--- src/rtl/mbist_counter.sv ---
// MBIST test-sequence counter: one raw count register split into pattern, pass and address
// fields, with the terminal-count flag the controller needs to leave the TEST state.
module mbist_counter #(
    parameter int ADDR_W = 4,
    parameter int PAT_W  = 3,
    localparam int N     = PAT_W + 1 + ADDR_W
) (
    input  logic              clk,
    input  logic              rst,
    input  logic              ld,
    input  logic              en,
    input  logic              dir,
    output logic [ADDR_W-1:0] addr,
    output logic              rw,
    output logic [PAT_W-1:0]  pat_sel,
    output logic              cout,
    output logic [N-1:0]      cnt
);

    localparam logic [N-1:0] CNT_ONE = {{(N-1){1'b0}}, 1'b1};

    logic [N-1:0]      cnt_reg;
    logic [N-1:0]      cnt_next;
    logic [ADDR_W-1:0] addr_raw;

    // ld wins over en so the controller can restart the sweep regardless of NbarT.
    always_comb begin
        cnt_next = cnt_reg;
        if (ld) begin
            cnt_next = '0;
        end else if (en) begin
            cnt_next = cnt_reg + CNT_ONE;
        end
    end

    always_ff @(posedge clk or posedge rst) begin
        if (rst) begin
            cnt_reg <= '0;
        end else begin
            cnt_reg <= cnt_next;
        end
    end

    assign addr_raw = cnt_reg[ADDR_W-1:0];
    assign rw       = cnt_reg[ADDR_W];
    assign pat_sel  = cnt_reg[N-1:ADDR_W+1];
    assign cnt      = cnt_reg;

    // Descending order is the bitwise complement, so dir can flip mid-sweep without touching cnt.
    genvar gi;
    generate
        for (gi = 0; gi < ADDR_W; gi++) begin : g_addr
            assign addr[gi] = addr_raw[gi] ^ dir;
        end
    endgenerate

    // Zero-cycle flag: the controller sees it during the last enabled cycle of the sweep.
    assign cout = en & ~ld & (&cnt_reg);

endmodule

--- config.mk ---
export PLATFORM = sky130hd
export DESIGN_NAME = mbist_counter
export DESIGN_NICKNAME = d
export VERILOG_FILES = /design/src/rtl/mbist_counter.sv
export SDC_FILE = /design/constraint.sdc
export NUM_CORES = 1
export LEC_CHECK = 0
export CORE_MARGIN = 2
export CORE_UTILIZATION = 34
export DETAILED_ROUTE_END_ITERATION = 10
export PLACE_DENSITY = 0.71
export SLEW_MARGIN = 20
export SYNTH_ARGS = -nofsm -noshare
export SYNTH_HDL_FRONTEND = slang
export SYNTH_SLANG_ARGS = --single-unit
--- constraint.sdc ---
create_clock -name clk -period 1.1 [get_ports clk]
set_input_delay 0.275 -clock clk [delete_from_list [all_inputs] [get_ports clk]]
set_output_delay 0.275 -clock clk [all_outputs]
set_load 0.03 [all_outputs]
== Yosys cells after proc, flatten, opt, wreduce, memory -nomap -nowiden ==
Index checks and enable logic that the tools add are counted.

* Add/sub/neg operators: 1
* Multipliers: 0
* Divide/modulo/power cells: 0
* Order comparisons: 0
* Eq/ne operators: 0
* Shifts and indexed selects: 0
* Muxes and demuxes: 2
* Bitwise operators: 7
* Reduce and logical (&&, ||, !) cells: 2

{| class="wikitable"
|+ Operators with widths
! kind !! number
|-
| $mux W8 || 2
|-
| $add A8 B1 Y8 const B || 1
|-
| $reduce_and A8 Y1 || 1
|-
| $xor A1 B1 Y1 || 4
|-
| $and A1 B1 Y1 || 2
|-
| $reduce_bool A2 Y1 || 1
|-
| $not A1 Y1 || 1
|}

* Bits in registers: 8
* Bits in latches: 0
* RAM bits: 0
* Bits in read-only memories: 0
* Bits of input ports: 5
* Memories kept: 0

== Longest topological paths before layout ==
* Word-level depth: 3
* Mapped depth: 4
* Gate-level depth less buffers: 4

== Least setup slack after synthesis ==
Ideal clock, no wire load.

* Path kind: reg2out
* From: register cnt_reg[0], in the netlist cnt[0]
* To: output cout
* Arrival time: 1.606 ns
* Setup slack: -0.781 ns
* Cell stages (with the launch flop): 4
* Path buffers: 0
* Cells stage by stage: dfrtp_1 ha_1 nand3_1 nor3_1

* Cells in the longest elaborated chain, start to end: 2

{| class="wikitable"
|+ RTL lines
! element !! RTL line !! text
|-
| from (decl) || 22 || <nowiki>logic [N-1:0] cnt_reg;</nowiki>
|-
| from (signal assigned) || 40 || <nowiki>cnt_reg <= cnt_next;</nowiki>
|-
| $reduce_and A8 Y1 || 58 || <nowiki>assign cout = en & ~ld & (&cnt_reg);</nowiki>
|-
| $and A1 B1 Y1 || 58 ||
|-
| to (decl) || 16 || <nowiki>output logic cout,</nowiki>
|}

No other way between the ends.

== Final worst setup path ==
* From: register cnt_reg[1], in the netlist cnt[1]
* To: output cout

The elaborated chain is that of the path after synthesis.

==> results by stage <==
Placed design:
- The final weighted congestion in routability-driven placement is 0.708.
- The placed wire-length estimate after detailed placement is 924 um.
- The number of port buffers is 21.
- OpenSTA, run right after detailed placement, puts the worst setup slack at -0.514 ns.

Worst setup path:
- The required time at the endpoint of the critical path is 0.82 ns.
- Of all nets on the critical path, the largest fanout is 3.
- The worst setup path is captured at an output pin.
- By startpoint and endpoint, the worst setup path is classified as flip-flop to output pin.
- The arrival time of the worst setup path is 1.20 ns.
- STA classifies the critical path startpoint as a flip-flop.

STA:
- Setup repair after global routing could not meet its margin everywhere.
- The slew of the pin with the lowest slew margin is 0.330 ns.
- The total setup violations reported at the end of the flow is 23.
- The number of failing hold endpoints at the final stage is 0.
- The worst path uses 134% of the clock period.
- The total count of max-transition violations in the final report was 0.
- The post-layout worst setup margin is -0.371 ns.
- The highest clock rate is 680 MHz.
- After routing, the total negative slack on setup checks comes to -4.42 ns.
- The worst relative slew slack is 78.0%.
- The clock period minus worst slack is 1.47 ns.
- The largest clock skew in the final design is 0.00300 ns.

Clocking:
- The number of clock buffers inserted by TritonCTS is 3.
- The clock passes through at most 2 buffers.
- The clock transition at the registers of the reported paths is 0.06 ns.
- Counting every sink on the clock net gives 8.
- Clock tree synthesis selected as its root buffer the cell sky130_fd_sc_hd__clkbuf_4.
- CTS built an H-tree with a depth of 1.
- TritonCTS built the clock tree.
- The later pin in the worst-skew pair is clocked with a latency of 0.27 ns.

Power:
- Of the total power, the share spent switching nets is 31.6%.
- The share of total power dissipated in combinational logic is 29.2%.
- Internal power comes to 561 uW.
- Across the VDD grid, the largest voltage drop is 0.716 mV.
- For this design the static power due to leakage is 0.493 nW.
- The power per standard cell area is 774 nW/um2.
- After layout, the design draws a total of 820 uW.
- Of the total power, the clock network draws 32.5%.
- The switching power total is 259 uW.
- In this run, flip-flops and latches consume 38.3% of the power.

Global routing:
- After global routing the overflow that remains totals 0.
- The number of global-route vias before repair was 487.
- The first global-routing pass estimated 2260 um of wire.
- The largest net degree at the start of global routing is 9.
- The total global routing track utilization is 22.2%.
- The number of antenna violations at the first check in global routing came to 0.

Routing:
- The number of design-rule violations left by the first detailed-router iteration is 24.
- The first-pass detailed-route iteration total is 4.
- The per-cell via count in the routed design is 5.04.
- The detail-routed net length per standard cell is 15.6 um.
- The final routed DRC violation total is 0.
- After detailed routing, the total wire length is 1720 um.
- The count of antenna-violating nets left after detailed routing is 0.
- The final route contains 554 vias.

Synth:
- The area share of the largest cell type after synthesis is 43.1%.
- The number of distinct library cell variants in the gate-level netlist after synthesis is 20.
- The cell area that synthesis handed to floorplanning was 464 um2.
- Synthesis inferred 8 register bits.
- For this run, the number of Yosys warnings is 0.
- When the netlist entered floorplanning its net count stood at 55.
- The synthesized netlist cell count is 49.
- Of all cell types, the one taking the most synthesized area is sky130_fd_sc_hd__dfrtp_1.
- In the post-synthesis netlist, the biggest area contributors are sky130_fd_sc_hd__dfrtp_1 (43%), sky130_fd_sc_hd__xor2_1 (13%), sky130_fd_sc_hd__buf_4 (8.1%).
- The average instance in the mapped netlist occupies 9.47 um2.
- The share of the yosys chip area belonging to registers is 43.1%.

Finish:
- The flip-flop count of the largest register after layout is 8.
- The share of the core filled with cells in the final layout is 82.4%.
- The number of nets in the layout is 102.
- The fraction of final layout cells with drive strength greater than 1 is 72.6%.
- Compared with the post-synthesis result, the final layout area differs by 128%.
- 0 antenna diodes ended up in the layout.
- The fill cell total of the finished layout is 71.

Die:
- The floorplan step set the die height to 41.0 um.
- Once the floorplan was initialized, standard cells occupied 36.1% of the core.
- 22 I/O pins were placed.
- The area of the die is 1680 um2.
- The die extent in x is 41.0 um.
- The core box area is 1280 um2.
- The floorplan has 13 rows.

Worst hold path:
- The path class of the tightest hold or removal check is input port to asynchronous set/reset pin.

Outcome:
- The flow ran to the end, but the final reports show violations.
- The final reports fail on negative setup slack.

Run:
- The max-cap violation count is 0.
kinds of logic after synthesis:
family                   count (synthesis)  synth area share [%]
AND/OR/NAND/NOR                         17                  19.7
flip-flops                               8                  43.1
multiplexers                             1                  2.16
AO/OA/AOI/OAI                            6                  6.47
buffers and inverters                    8                  10.8
adder cells (fa/ha/maj)                  1                  2.69
XOR/XNOR                                 8                  15.1
cells in the mapped netlist (all sizes together):
cell    number
dfrtp        8
nand2b       1
buf          6
nor3         1
ha           1
mux2i        1
xor2         7
nand3        2
clkbuf       1
nor2         5
nand2        2
inv          1
a21oi        3
o21ai        3
nand4        3
or3          3
xnor2        1
power groups by stage:
| stage | registers (mW) | clock network, mW | logic (mW) |
|---|---|---|---|
| final | 0.314 | 0.266 | 0.239 |
| after global routing | 0.315 | 0.273 | 0.255 |
| after CTS | 0.314 | 0.250 | 0.231 |
| after detailed placement | 0.324 | 0 | 0.195 |
| after global placement | 0.323 | 0 | 0.192 |
| after floorplan | 0.345 | 0 | 0.0842 |
metrics by stage:
stage	hold slack (ns)	instances	area [um2]
CTS	0.271	104	991
global route	0.312	110	1060
finish	0.272	110	1060
detailed placement	0.545	92	805
floorplan	0.0902	49	566
global placement	0.543	92	805
per-layer routing:
| layer | vias to the layer above | global-route usage (%) | part of all wire (%) | wire length [um] |
|---|---|---|---|---|
| met2 | 28 | 37.1 | 55 | 949 |
| met5 | - | 0 | 0 | 0 |
| met4 | 0 | 7.50 | 2.6 | 44 |
| met3 | 8 | 6.52 | 5.4 | 92 |
| li1 | 248 | - | - | - |
| met1 | 270 | 26.7 | 37 | 628 |
final timing paths:
check | startpoint | end | slack [ns] | cells past startpoint
setup / recovery | cnt[1] | cout | -0.37 | 4
hold / removal | rst | cnt[7] | 0.27 | 2
setup reg to reg | cnt[2] | cnt[5] | -0.26 | 5
hold reg to reg | cnt[7] | cnt[7] | 0.66 | 2
max in group asynchronous | rst | cnt[6] | 0.56 | 2
min in group clk | en | cnt[5] | 0.63 | 4
placed cells by master, fill, tap and decap left out, types with 2 or more instances in the layout:
| cell | n |
|---|---|
| sky130_fd_sc_hd__xor2_2 | 3 |
| sky130_fd_sc_hd__nor2_1 | 5 |
| sky130_fd_sc_hd__nand4_1 | 2 |
| sky130_fd_sc_hd__dlygate4sd2_1 | 2 |
| sky130_fd_sc_hd__or3_1 | 2 |
| sky130_fd_sc_hd__clkdlybuf4s50_1 | 2 |
| sky130_fd_sc_hd__a21oi_2 | 2 |
| sky130_fd_sc_hd__dfrtp_2 | 7 |
| sky130_fd_sc_hd__xor2_1 | 3 |
| sky130_fd_sc_hd__clkbuf_4 | 3 |
| sky130_fd_sc_hd__buf_6 | 26 |
| sky130_fd_sc_hd__buf_4 | 19 |
| sky130_fd_sc_hd__o21ai_0 | 2 |
worst max-delay path, cell delays in order, from the launching register on:
cell and delay, ns:
sky130_fd_sc_hd__dfrtp_2 0.40, sky130_fd_sc_hd__ha_4 0.16, sky130_fd_sc_hd__nand3_4 0.09, sky130_fd_sc_hd__nor3_4 0.13, sky130_fd_sc_hd__buf_6 0.15
cell type report:
class / instances / area, um2 / area share [%]
clock buffer: 4 / 26.3 / 2.48
multi-input combinational: 33 / 328 / 31.0
tap: 15 / 18.8 / 1.77
inverter: 1 / 3.75 / 0.355
timing repair buffer: 49 / 473 / 44.7
sequential: 8 / 209 / 19.7
what timing repair did:
| action | 4_1_cts | 5_1_grt |
|---|---|---|
| resized for setup | 28 | 7 |
| buffers inserted | 8 | 7 |
| pin swaps | 7 | 7 |
| endpoints found under the setup margin | 23 | 23 |
| hold buffers | 0 | 0 |
No activity file was read; power rests on OpenSTA's default activity.
